## src/rtl/elevator_ctrl_n.sv

```systemverilog
// N-floor elevator car controller.
// Serves latched calls in SCAN order and sequences the door.
module elevator_ctrl_n #(
  parameter int NUM_FLOORS = 8,
  parameter int FLOOR_W    = $clog2(NUM_FLOORS),
  parameter int T_DOOR     = 2,
  parameter int T_WAIT     = 4,
  parameter int CNT_W      = 4
) (
  input  logic                  clk,
  input  logic                  rst,
  input  logic [NUM_FLOORS-1:0] call_req,
  input  logic                  arrived,
  input  logic                  door_hold,
  output logic [FLOOR_W-1:0]    cur_floor,
  output logic [NUM_FLOORS-1:0] floor_led,
  output logic [1:0]            dir,
  output logic                  door_open,
  output logic [NUM_FLOORS-1:0] pending,
  output logic                  busy
);

  typedef enum logic [2:0] {
    IDLE,
    MOVE_UP,
    MOVE_DOWN,
    DOOR_OPENING,
    DOOR_DWELL,
    DOOR_CLOSING
  } state_e;

  localparam logic [CNT_W-1:0]   DOOR_LD = CNT_W'(T_DOOR);
  localparam logic [CNT_W-1:0]   WAIT_LD = CNT_W'(T_WAIT);
  localparam logic [FLOOR_W-1:0] TOP     = FLOOR_W'(NUM_FLOORS - 1);

  state_e                  state_q, state_d;
  logic [FLOOR_W-1:0]      floor_q, floor_d;
  logic [NUM_FLOORS-1:0]   pend_q, pend_d;
  logic [NUM_FLOORS-1:0]   clr_mask, cur_oh;
  logic [CNT_W-1:0]        cnt_q, cnt_d;
  logic                    pref_up_q, pref_up_d;
  logic                    above, below, here, call_here;
  logic                    next_up_hit, next_dn_hit;
  logic                    at_top, at_bot, cnt_done;

  always_comb begin
    above  = 1'b0;
    below  = 1'b0;
    cur_oh = '0;
    for (int i = 0; i < NUM_FLOORS; i++) begin
      cur_oh[i] = (FLOOR_W'(i) == floor_q);
      if (FLOOR_W'(i) > floor_q) above = above | pend_q[i];
      if (FLOOR_W'(i) < floor_q) below = below | pend_q[i];
    end
  end

  // Shifted one-hot looks at the neighbour floor without out-of-range indexing.
  assign here        = |(pend_q & cur_oh);
  assign call_here   = |(call_req & cur_oh);
  assign next_up_hit = |(pend_q & (cur_oh << 1));
  assign next_dn_hit = |(pend_q & (cur_oh >> 1));
  assign at_top      = (floor_q == TOP);
  assign at_bot      = (floor_q == '0);
  assign cnt_done    = (cnt_q <= CNT_W'(1));
  assign pend_d      = (pend_q | call_req) & ~clr_mask;

  always_ff @(posedge clk or negedge rst) begin
    if (!rst) begin
      state_q   <= IDLE;
      floor_q   <= '0;
      pend_q    <= '0;
      cnt_q     <= '0;
      pref_up_q <= 1'b1;
    end else begin
      state_q   <= state_d;
      floor_q   <= floor_d;
      pend_q    <= pend_d;
      cnt_q     <= cnt_d;
      pref_up_q <= pref_up_d;
    end
  end

  always_comb begin
    state_d   = state_q;
    floor_d   = floor_q;
    cnt_d     = cnt_q;
    pref_up_d = pref_up_q;
    unique case (state_q)
      IDLE: begin
        if (here) begin
          state_d = DOOR_OPENING;
          cnt_d   = DOOR_LD;
        end else if (above && (pref_up_q || !below)) begin
          state_d = MOVE_UP;
        end else if (below) begin
          state_d = MOVE_DOWN;
        end
      end
      MOVE_UP: begin
        if (arrived && !at_top) begin
          floor_d   = floor_q + FLOOR_W'(1);
          pref_up_d = 1'b1;
          if (next_up_hit) begin
            state_d = DOOR_OPENING;
            cnt_d   = DOOR_LD;
          end
        end
      end
      MOVE_DOWN: begin
        if (arrived && !at_bot) begin
          floor_d   = floor_q - FLOOR_W'(1);
          pref_up_d = 1'b0;
          if (next_dn_hit) begin
            state_d = DOOR_OPENING;
            cnt_d   = DOOR_LD;
          end
        end
      end
      DOOR_OPENING: begin
        if (cnt_done) begin
          state_d = DOOR_DWELL;
          cnt_d   = WAIT_LD;
        end else begin
          cnt_d = cnt_q - CNT_W'(1);
        end
      end
      DOOR_DWELL: begin
        if (door_hold || call_here) begin
          cnt_d = WAIT_LD;
        end else if (cnt_done) begin
          state_d = DOOR_CLOSING;
          cnt_d   = DOOR_LD;
        end else begin
          cnt_d = cnt_q - CNT_W'(1);
        end
      end
      DOOR_CLOSING: begin
        if (door_hold || call_here) begin
          state_d = DOOR_OPENING;
          cnt_d   = DOOR_LD;
        end else if (cnt_done) begin
          cnt_d = '0;
          if (pref_up_q) begin
            if (above)      state_d = MOVE_UP;
            else if (below) state_d = MOVE_DOWN;
            else            state_d = IDLE;
          end else begin
            if (below)      state_d = MOVE_DOWN;
            else if (above) state_d = MOVE_UP;
            else            state_d = IDLE;
          end
        end else begin
          cnt_d = cnt_q - CNT_W'(1);
        end
      end
      default: state_d = IDLE;
    endcase
  end

  // Serviced-floor calls are absorbed only while the door is opening or open.
  always_comb begin
    dir       = 2'b00;
    door_open = 1'b0;
    clr_mask  = '0;
    unique case (state_q)
      MOVE_UP:   dir = 2'b01;
      MOVE_DOWN: dir = 2'b10;
      DOOR_OPENING, DOOR_DWELL: begin
        door_open = 1'b1;
        clr_mask  = cur_oh;
      end
      default: ;
    endcase
  end

  assign busy      = (state_q != IDLE);
  assign cur_floor = floor_q;
  assign floor_led = cur_oh;
  assign pending   = pend_q;

endmodule

```

## config.mk

```make
export PLATFORM = sky130hd
export DESIGN_NAME = elevator_ctrl_n
export DESIGN_NICKNAME = d
export VERILOG_FILES = /design/src/rtl/elevator_ctrl_n.sv
export SDC_FILE = /design/constraint.sdc
export NUM_CORES = 1
export LEC_CHECK = 0
export ABC_CLOCK_PERIOD_IN_PS = 3800
export CAP_MARGIN = 20
export CORE_MARGIN = 5
export CORE_UTILIZATION = 26
export CTS_CLUSTER_SIZE = 20
export DETAILED_ROUTE_END_ITERATION = 12
export GPL_ROUTABILITY_DRIVEN = 0
export PLACE_DENSITY_LB_ADDON = 0.08
export SLEW_MARGIN = 20
export SYNTH_ARGS = -nofsm -noshare
export SYNTH_HDL_FRONTEND = slang
export SYNTH_SLANG_ARGS = --single-unit
```

## constraint.sdc

```tcl
create_clock -name clk -period 3.8 [get_ports clk]
set_clock_uncertainty 0.1 [all_clocks]
set_input_delay 0.76 -clock clk [delete_from_list [all_inputs] [get_ports clk]]
set_output_delay 0.76 -clock clk [all_outputs]
set_load 0.02 [all_outputs]
```

; Word level (Yosys, flattened, before mapping)
; Cells that the tools add are included.
[totals]
out_inout_bits = 23
word_cells = 144
regBits = 19
inputBits = 12
[op_classes]
add_sub_neg = 3
mux = 54
n_reduce_logical = 21
bitwise = 21
eq_ne = 23
magnitude_cmp = 17
[ops]
columns = cell, count
row1 = 2-to-1 mux 3 bit, 15
row2 = 2-to-1 mux 4 bit, 10
row3 = AND 8 bit, 4
row4 = OR reduction 8 bit, 4
row5 = one-hot mux 4 bit (6 select lines), 1
row6 = 2-to-1 mux 1 bit, 20
row7 = one-hot mux 3 bit (6 select lines), 1
row8 = != test 2 bit (second input constant), 8
row9 = bitwise OR 1 bit, 14
row10 = equality test 3 bit (first input constant), 4
row11 = > comparator 3 bit (first input constant), 4
row12 = < comparator 3 bit (first input constant), 4
row13 = equality test 3 bit (second input constant), 3
row14 = AND reduction 9 bit, 1
row15 = AND 8 x 7 -> 8 bit, 1
row16 = 2-to-1 mux 8 bit, 1
row17 = inverter 8 bit, 1
row18 = bitwise OR 8 bit, 1
row19 = equality test 2 x 3 -> 1 bit (first input constant), 2
row20 = equality test 3 x 2 -> 1 bit (second input constant), 2
row21 = > comparator 1 x 3 -> 1 bit (first input constant), 2
row22 = > comparator 2 x 3 -> 1 bit (first input constant), 2
row23 = zero test 3 bit, 2
row24 = < comparator 1 x 3 -> 1 bit (first input constant), 2
row25 = 22 further kinds, 30

; Depth between registers and ports, before layout
; Gate-level depths: netlist (run 1).
[depth]
ltp_word = 22
ltp_mapped = 10

; Worst setup path before layout (run 1)
; No wires, ideal clock.
[synth_path]
kind = flip-flop to flip-flop
start = reg floor_q[1], in the netlist cur_floor[1]
end = reg state_q[0]
stages_incl_launch_ff = 11
n_path_buf = 2
path_slack_ps = 745
synth_period_minus_slack_ps = 3055
arrival_time_ps = 2859
path_cell_list = dfrtp_1 -> clkbuf_1 -> inv_1 -> ha_1 -> clkbuf_1 -> and2_1 -> a221o_2 -> nor3_1 -> nor3b_1 -> or3_1 -> o31ai_1
[synth_rtl]
columns = element, line
row1 = from (decl), 37  ; logic [FLOOR_W-1:0] floor_q, floor_d;
row2 = from (signal assigned), 76  ; floor_q <= floor_d;
row3 = equality test 3 bit (*), 51  ; cur_oh[i] = (FLOOR_W'(i) == floor_q);
row4 = named net floor_led[4], 16  ; output logic [NUM_FLOORS-1:0] floor_led,
row5 = AND 8 bit, 59  ; assign call_here = |(call_req & cur_oh);
row6 = OR reduction 8 bit, 59
row7 = logical OR 1 bit, "128, 138"
row8 = "!= test 3 bit (no source line), or another cell as far along", n/a
row9 = AND reduction 9 bit (no source line) or one-hot mux 3 bit (6 select lines) (tied branches), n/a
row10 = to (signal assigned), 75  ; state_q <= state_d;
row11 = to (decl), 36  ; state_e state_q, state_d;
; The timed path passes the listed nets; every way through them passes the cells marked *. The select of a mux whose other input is x is not followed.
; A chain may end at the register's enable or synchronous reset.

; Worst setup path after layout (run 1)
[layout_path]
start = reg floor_q[0], in the netlist cur_floor[0]
end = out floor_led[2]
[layout_between]
elab_chain_cells = 1
[layout_rtl]
columns = element, line
row1 = equality test 2 x 3 -> 1 bit, 51
row2 = to (decl), 16
; No other way between the ends.

==> results of run 1 <==
cells by family (layout without fill, tap and decap cells):
| group | after synthesis | count (layout) | synth area share [%] |
|---|---|---|---|
| compound gates | 78 | 78 | 32.3 |
| fa+ha+maj | 8 | 8 | 6.22 |
| xor+xnor | 2 | 2 | 1.09 |
| mux | 1 | 1 | 0.622 |
| simple gates | 69 | 69 | 22.5 |
| flops | 19 | 19 | 29.6 |
| buf+inv | 26 | 55 | 7.61 |
cell usage after synthesis, types with 2 or more instances:
master     n
o21ai_0   13
nand3_1    3
buf_6      2
a221o_2    2
o31ai_1    6
a41o_1     2
buf_2      2
nor3b_1    2
nor2_1    23
o221ai_1   2
nand2b_1   4
nor3_1     6
nand2_1   13
a22oi_1    6
xnor2_1    2
clkbuf_1   5
o211ai_1   4
dfrtp_1   18
a21o_1     3
or2_2      2
a221oi_1   2
ha_1       8
a21oi_1   27
a221o_1    2
nor2b_1    4
inv_1     15
nand3b_1   2
or3_1      3
buf_4      2
where the power goes:
part	switching [mW]	leakage (nW)	internal, mW	total, mW
registers	0.164	0.207	0.283	0.447
logic	0.691	0.615	0.522	1.21
clock network	0.0873	0.0217	0.0742	0.162
total	0.942	0.843	0.878	1.82
sequential cells by signal, summed over array words and instances (netlist names):
| register | count |
|---|---|
| pending | 8 |
| cnt_q | 4 |
| cur_floor | 3 |
| state_q | 3 |
| pref_up_q | 1 |
critical path: cells and delay by family, from the launching register on:
family	cells	cell delay, ns
DFF	1	0.52
buffers and inverters	2	0.88
adders and majority gates	1	0.35
and+or+nand+nor	1	0.32
final cells by class:
class	count	area, µm²	share of cell area (%)
flip-flops and latches	19	477	23.4
repair buffers	36	350	17.2
well taps	75	93.8	4.61
clock inverters	1	7.51	0.369
clock buffers	3	41.3	2.03
multi-input cells	158	1010	49.6
inverters	15	56.3	2.76
worst paths after layout:
check / start / to / slack (ns) / cells after the start
min in group clk: cnt_q[0]$_DFFE_PN0P_ / cnt_q[0]$_DFFE_PN0P_ / 0.46 / 1
hold / removal: rst / cnt_q[0]$_DFFE_PN0P_ / 0.33 / 1
max in group asynchronous: rst / pref_up_q$_DFFE_PN1P_ / 2.91 / 1
hold reg to reg: cnt_q[0]$_DFFE_PN0P_ / cnt_q[0]$_DFFE_PN0P_ / 0.46 / 1
setup / recovery: cur_floor[0]$_DFFE_PN0P_ / floor_led[2] / 0.60 / 4
setup reg to reg: cur_floor[1]$_DFFE_PN0P_ / state_q[1]$_DFFE_PN0P_ / 0.80 / 8
metal layers:
metal	track usage (%)	vias to the layer above	share of wire, %
li1	-	808	-
met1	19.7	792	45
met2	25.2	32	51
met3	1.68	2	2.6
met4	3.16	0	0.47
met5	0	-	0
per-stage QoR:
| step | total power, mW | utilization (%) | instance area (µm²) | worst slack, ns |
|---|---|---|---|---|
| 6_report | 1.82 | 34.2 | 2040 | 0.605 |
| 5_1_grt | 1.99 | 34.2 | 2040 | 0.404 |
| 4_1_cts | 1.83 | 34.3 | 2040 | 0.568 |
| 3_5_place_dp | 1.66 | 33.5 | 1990 | 0.823 |
| 3_3_place_gp | 1.69 | 33.5 | 1990 | 0.859 |
| 2_1_floorplan | 1.25 | - | 1610 | 0.745 |
==> run metrics, run 1 <==
crit-path max FO 11; Final HPWL DP 4120 µm; layout cells sized above 1 slightly below 7%; sequential element share of the synthesized area 29.6%; routed wire length approximately 5300 µm; Filler cells around 650; Slew HR 50.8%; EDFF count, synth 0; Crit path arrival time 2.34 ns; drt first-iter violations 59; GRT Total Usage approximately 15%; peak supply drop approximately 0.36 mV; Startpoint Class flip-flop; RSZ-0062 raised after global routing false; Post-DRT Antenna Nets 0; library cells used by synthesis 47; CTS root buffer clkbuf_8; CP cell instances inv_1 -> ha_1 -> nor2b_1 -> clkdlybuf4s50_1; Max-Cap Viols 0; Ports 35; Leak Pwr 0.843 nW; Mapped Area 0.00161 mm²; Non-Filler Instances just over 300; period utilization 84.1%; Final Hold Viols 0; first-pass GRT wire length 8870 µm; via count 1,634; Pre-antenna DRT Iters 4; commonest non-fill, non-tap cell in the layout clkdlybuf4s50_1; die height about 89 µm; Async SR Flop Fraction 100%; die area 0.00787 mm²; Layout Nets between 200 and 300; vias per std cell 5.32; Most used DFF post-synth dfrtp_1; fmax 313 MHz; initial antenna violation count 0; most frequent cells in the layout 33 x clkdlybuf4s50_1, 27 x a21oi_1, 23 x nor2_1; syn_area_per_cell 7.93 µm²; Resize count post-CTS 0; Slew Limit Fails 0; top-area cell type share of the netlist area 28.0%; Fin Hold WS approximately 0.33 ns; setup bufs post-CTS 0; TritonCTS buffer count 3; Worst-Skew Late Latency 0.27 ns; syn_nets 223; CTS tree built; Rows 28; post-synth top area cell dfrtp_1; HP Class input pin to async pin; Core ar. 0.00596 mm²; synthesis-to-layout area growth 26.5%; status completed; # DRC 0; Worst Path Required 2.94 ns; highest-delay cell along the critical path clkdlybuf4s50_1; cts hold-fix bufs 0; PwrDens around 890 mW/mm²; largest net degree at the start of global routing 20; endpoint type of the worst setup path output port; htree depth 1; wire length per cell 17.4 µm; Die X-Extent 88.7 µm; CTS sink cnt 19; Ys Warns 0; Initial Utilization 27.0%; Inst Count DP a little over 300; minimum clock period about 3.2 ns; final setup vio count 0; post-synthesis cell count between 200 and 250; vias in the first global route around 1,700; WS Path Type flip-flop to output port; IO buf count 34; Clock Path Buffers 2; Clock Pin Slew Worst Setup and Hold Paths around 0.09 ns; setup TNS 0 ns; synthesized flop and latch total 19; diodes inserted 0; CP max stage delay between 0.6 and 0.7 ns; top cells by area, synth dfrtp_1 28%, a21oi_1 8.4%, ha_1 6.2%; Worst-Margin Slew approximately 0.73 ns; grt total ovfl 0
(Power assumes the default switching activity.)
==> run 2: changes to the inputs <==
ABC_CLOCK_PERIOD_IN_PS = 3120   (was 3800)
clock period = 3.12 ns   (was 3.8 ns; I/O delays follow)
==> run 2 against run 1 <==
Critical path depth unchanged. Final cell count is 1.3% higher. First-iteration DRC count rose by 10%. Worst setup slack lost 0.38 ns. Worst hold slack improved by 0.14 ns. Critical endpoint unchanged. Sequential power is 17% higher. Sequential share of layout area decreased by 0.35 points. Cell area increased by 1.5%. Total power grew 22%.
==> run metrics, run 2 (synthesis results as in run 1) <==
status completed; WS Path Type flip-flop to output port; # DRC 0; drt first-iter violations 65; via count 1,637; R2R Path Start cur_floor[0]$_DFFE_PN0P_; setup bufs post-CTS 0; Final HPWL DP ~4100 µm; Startpoint Class flip-flop; Post-DRT Antenna Nets 0; diodes inserted 0; Layout Nets 257; Ports 35; Worst Path Required 2.40 ns; layout cells sized above 1 7.63%; IO buf count 34; CTS sink cnt 19; die area 0.00787 mm²; Leak Pwr 0.864 nW; Clock Pin Slew Worst Setup and Hold Paths 0.08 ns; cts hold-fix bufs 0; peak supply drop 0.511 mV; wire length per cell ~17 µm; Die X-Extent 88.7 µm; die height 88.7 µm; vias in the first global route 1,666; Worst-Skew Late Latency 0.26 ns; TritonCTS buffer count 3; Slew Limit Fails 0; Initial Utilization 27.0%; Resize count post-CTS 0; max reg flops 8; HP Class flip-flop to flip-flop; Worst Hold Path EP cnt_q[0]$_DFFE_PN0P_; endpoint type of the worst setup path output port; grt total ovfl 0; Tot Pwr between 2 and 2.5 mW; Pre-antenna DRT Iters 4; minimum clock period 2.90 ns; worst r2r path cells 8; largest net degree at the start of global routing 20; reg2reg end state_q[1]$_DFFE_PN0P_; initial antenna violation count 0; Max-Cap Viols 0; Filler cells 659; CTS tree built; Slew HR approximately 58%; GRT Total Usage 14.3%; reg-to-reg setup timing slack 0.36 ns; final setup vio count 0; htree depth 1; Hold Crit Start cnt_q[0]$_DFFE_PN0P_; synthesis-to-layout area growth 28.4%; Worst-Margin Slew 0.621 ns; Rows 28; crit-path max FO 8; fmax ~350 MHz; register area 477 µm²; Core ar. 0.00596 mm²; CTS root buffer clkbuf_8; PwrDens between 1000 and 1500 mW/mm²; Final Hold Viols 0; footprint of the multi-input gates 0.00101 mm²; most frequent cells in the layout 34 x clkdlybuf4s50_1, 27 x a21oi_1, 23 x nor2_1; Clock Path Buffers 2; hold-critical path depth 1; commonest non-fill, non-tap cell in the layout clkdlybuf4s50_1; setup TNS 0 ns; RSZ-0062 raised after global routing false; first-pass GRT wire length about 8700 µm; vias per std cell about 5.3; Crit path arrival time 2.17 ns; period utilization 92.9%; Fin Hold WS ~0.48 ns; routed wire length roughly 5300 µm
## run 2: worst max-delay path, cell delays in order (launching register included)
cell and delay, ns:
dfrtp_1 0.44, inv_1 0.18, ha_1 0.35, nor2b_1 0.29, clkdlybuf4s50_1 0.66
## run 2: per-stage QoR
stage                     setup WS (ns)  cell area, µm²  std cells  util (%)
after global routing             0.0422            2070        311      34.7
after floorplan                  0.0653            1610        203         -
final                             0.222            2070        311      34.7
after CTS                         0.190            2070        311      34.7
after detailed placement          0.284            2020        307      34.0
after global placement            0.281            2020        307      34.0
## run 2: routing by layer
metal,up-vias,part of all wire [%],GRT usage [%]
li1,811,-,-
met1,787,47,18.9
met3,8,2.7,1.77
met5,-,0,0
met4,0,1.8,4.67
met2,31,49,24.1
## run 2: how the worst max path moves through the flow
stage	start	slack (ns)	endpoint	cells after the start
6_report	cur_floor[0]$_DFFE_PN0P_	0.22	floor_led[2]	4
5_1_grt	cur_floor[0]$_DFFE_PN0P_	0.04	floor_led[2]	4
4_1_cts	cur_floor[0]$_DFFE_PN0P_	0.19	floor_led[2]	4
3_5_place_dp	call_req[0]	0.28	state_q[1]$_DFFE_PN0P_	7
3_3_place_gp	call_req[0]	0.28	state_q[0]$_DFFE_PN0P_	7
2_1_floorplan	cur_floor[1]$_DFFE_PN0P_	0.07	state_q[0]$_DFFE_PN0P_	10
## run 2: power by group
| part | switching, mW | internal [mW] |
|---|---|---|
| Combinational | 0.871 | 0.654 |
| Clock | 0.0887 | 0.0909 |
| Sequential | 0.176 | 0.345 |
| Total | 1.14 | 1.09 |
## run 2: area by class of cell
| type | instances | share of cell area (%) |
|---|---|---|
| Multi-Input combinational cell | 158 | 48.9 |
| Sequential cell | 19 | 23.0 |
| Timing Repair Buffer | 40 | 18.6 |
| Tap cell | 75 | 4.54 |
| Inverter | 15 | 2.72 |
| Clock buffer | 4 | 2.18 |
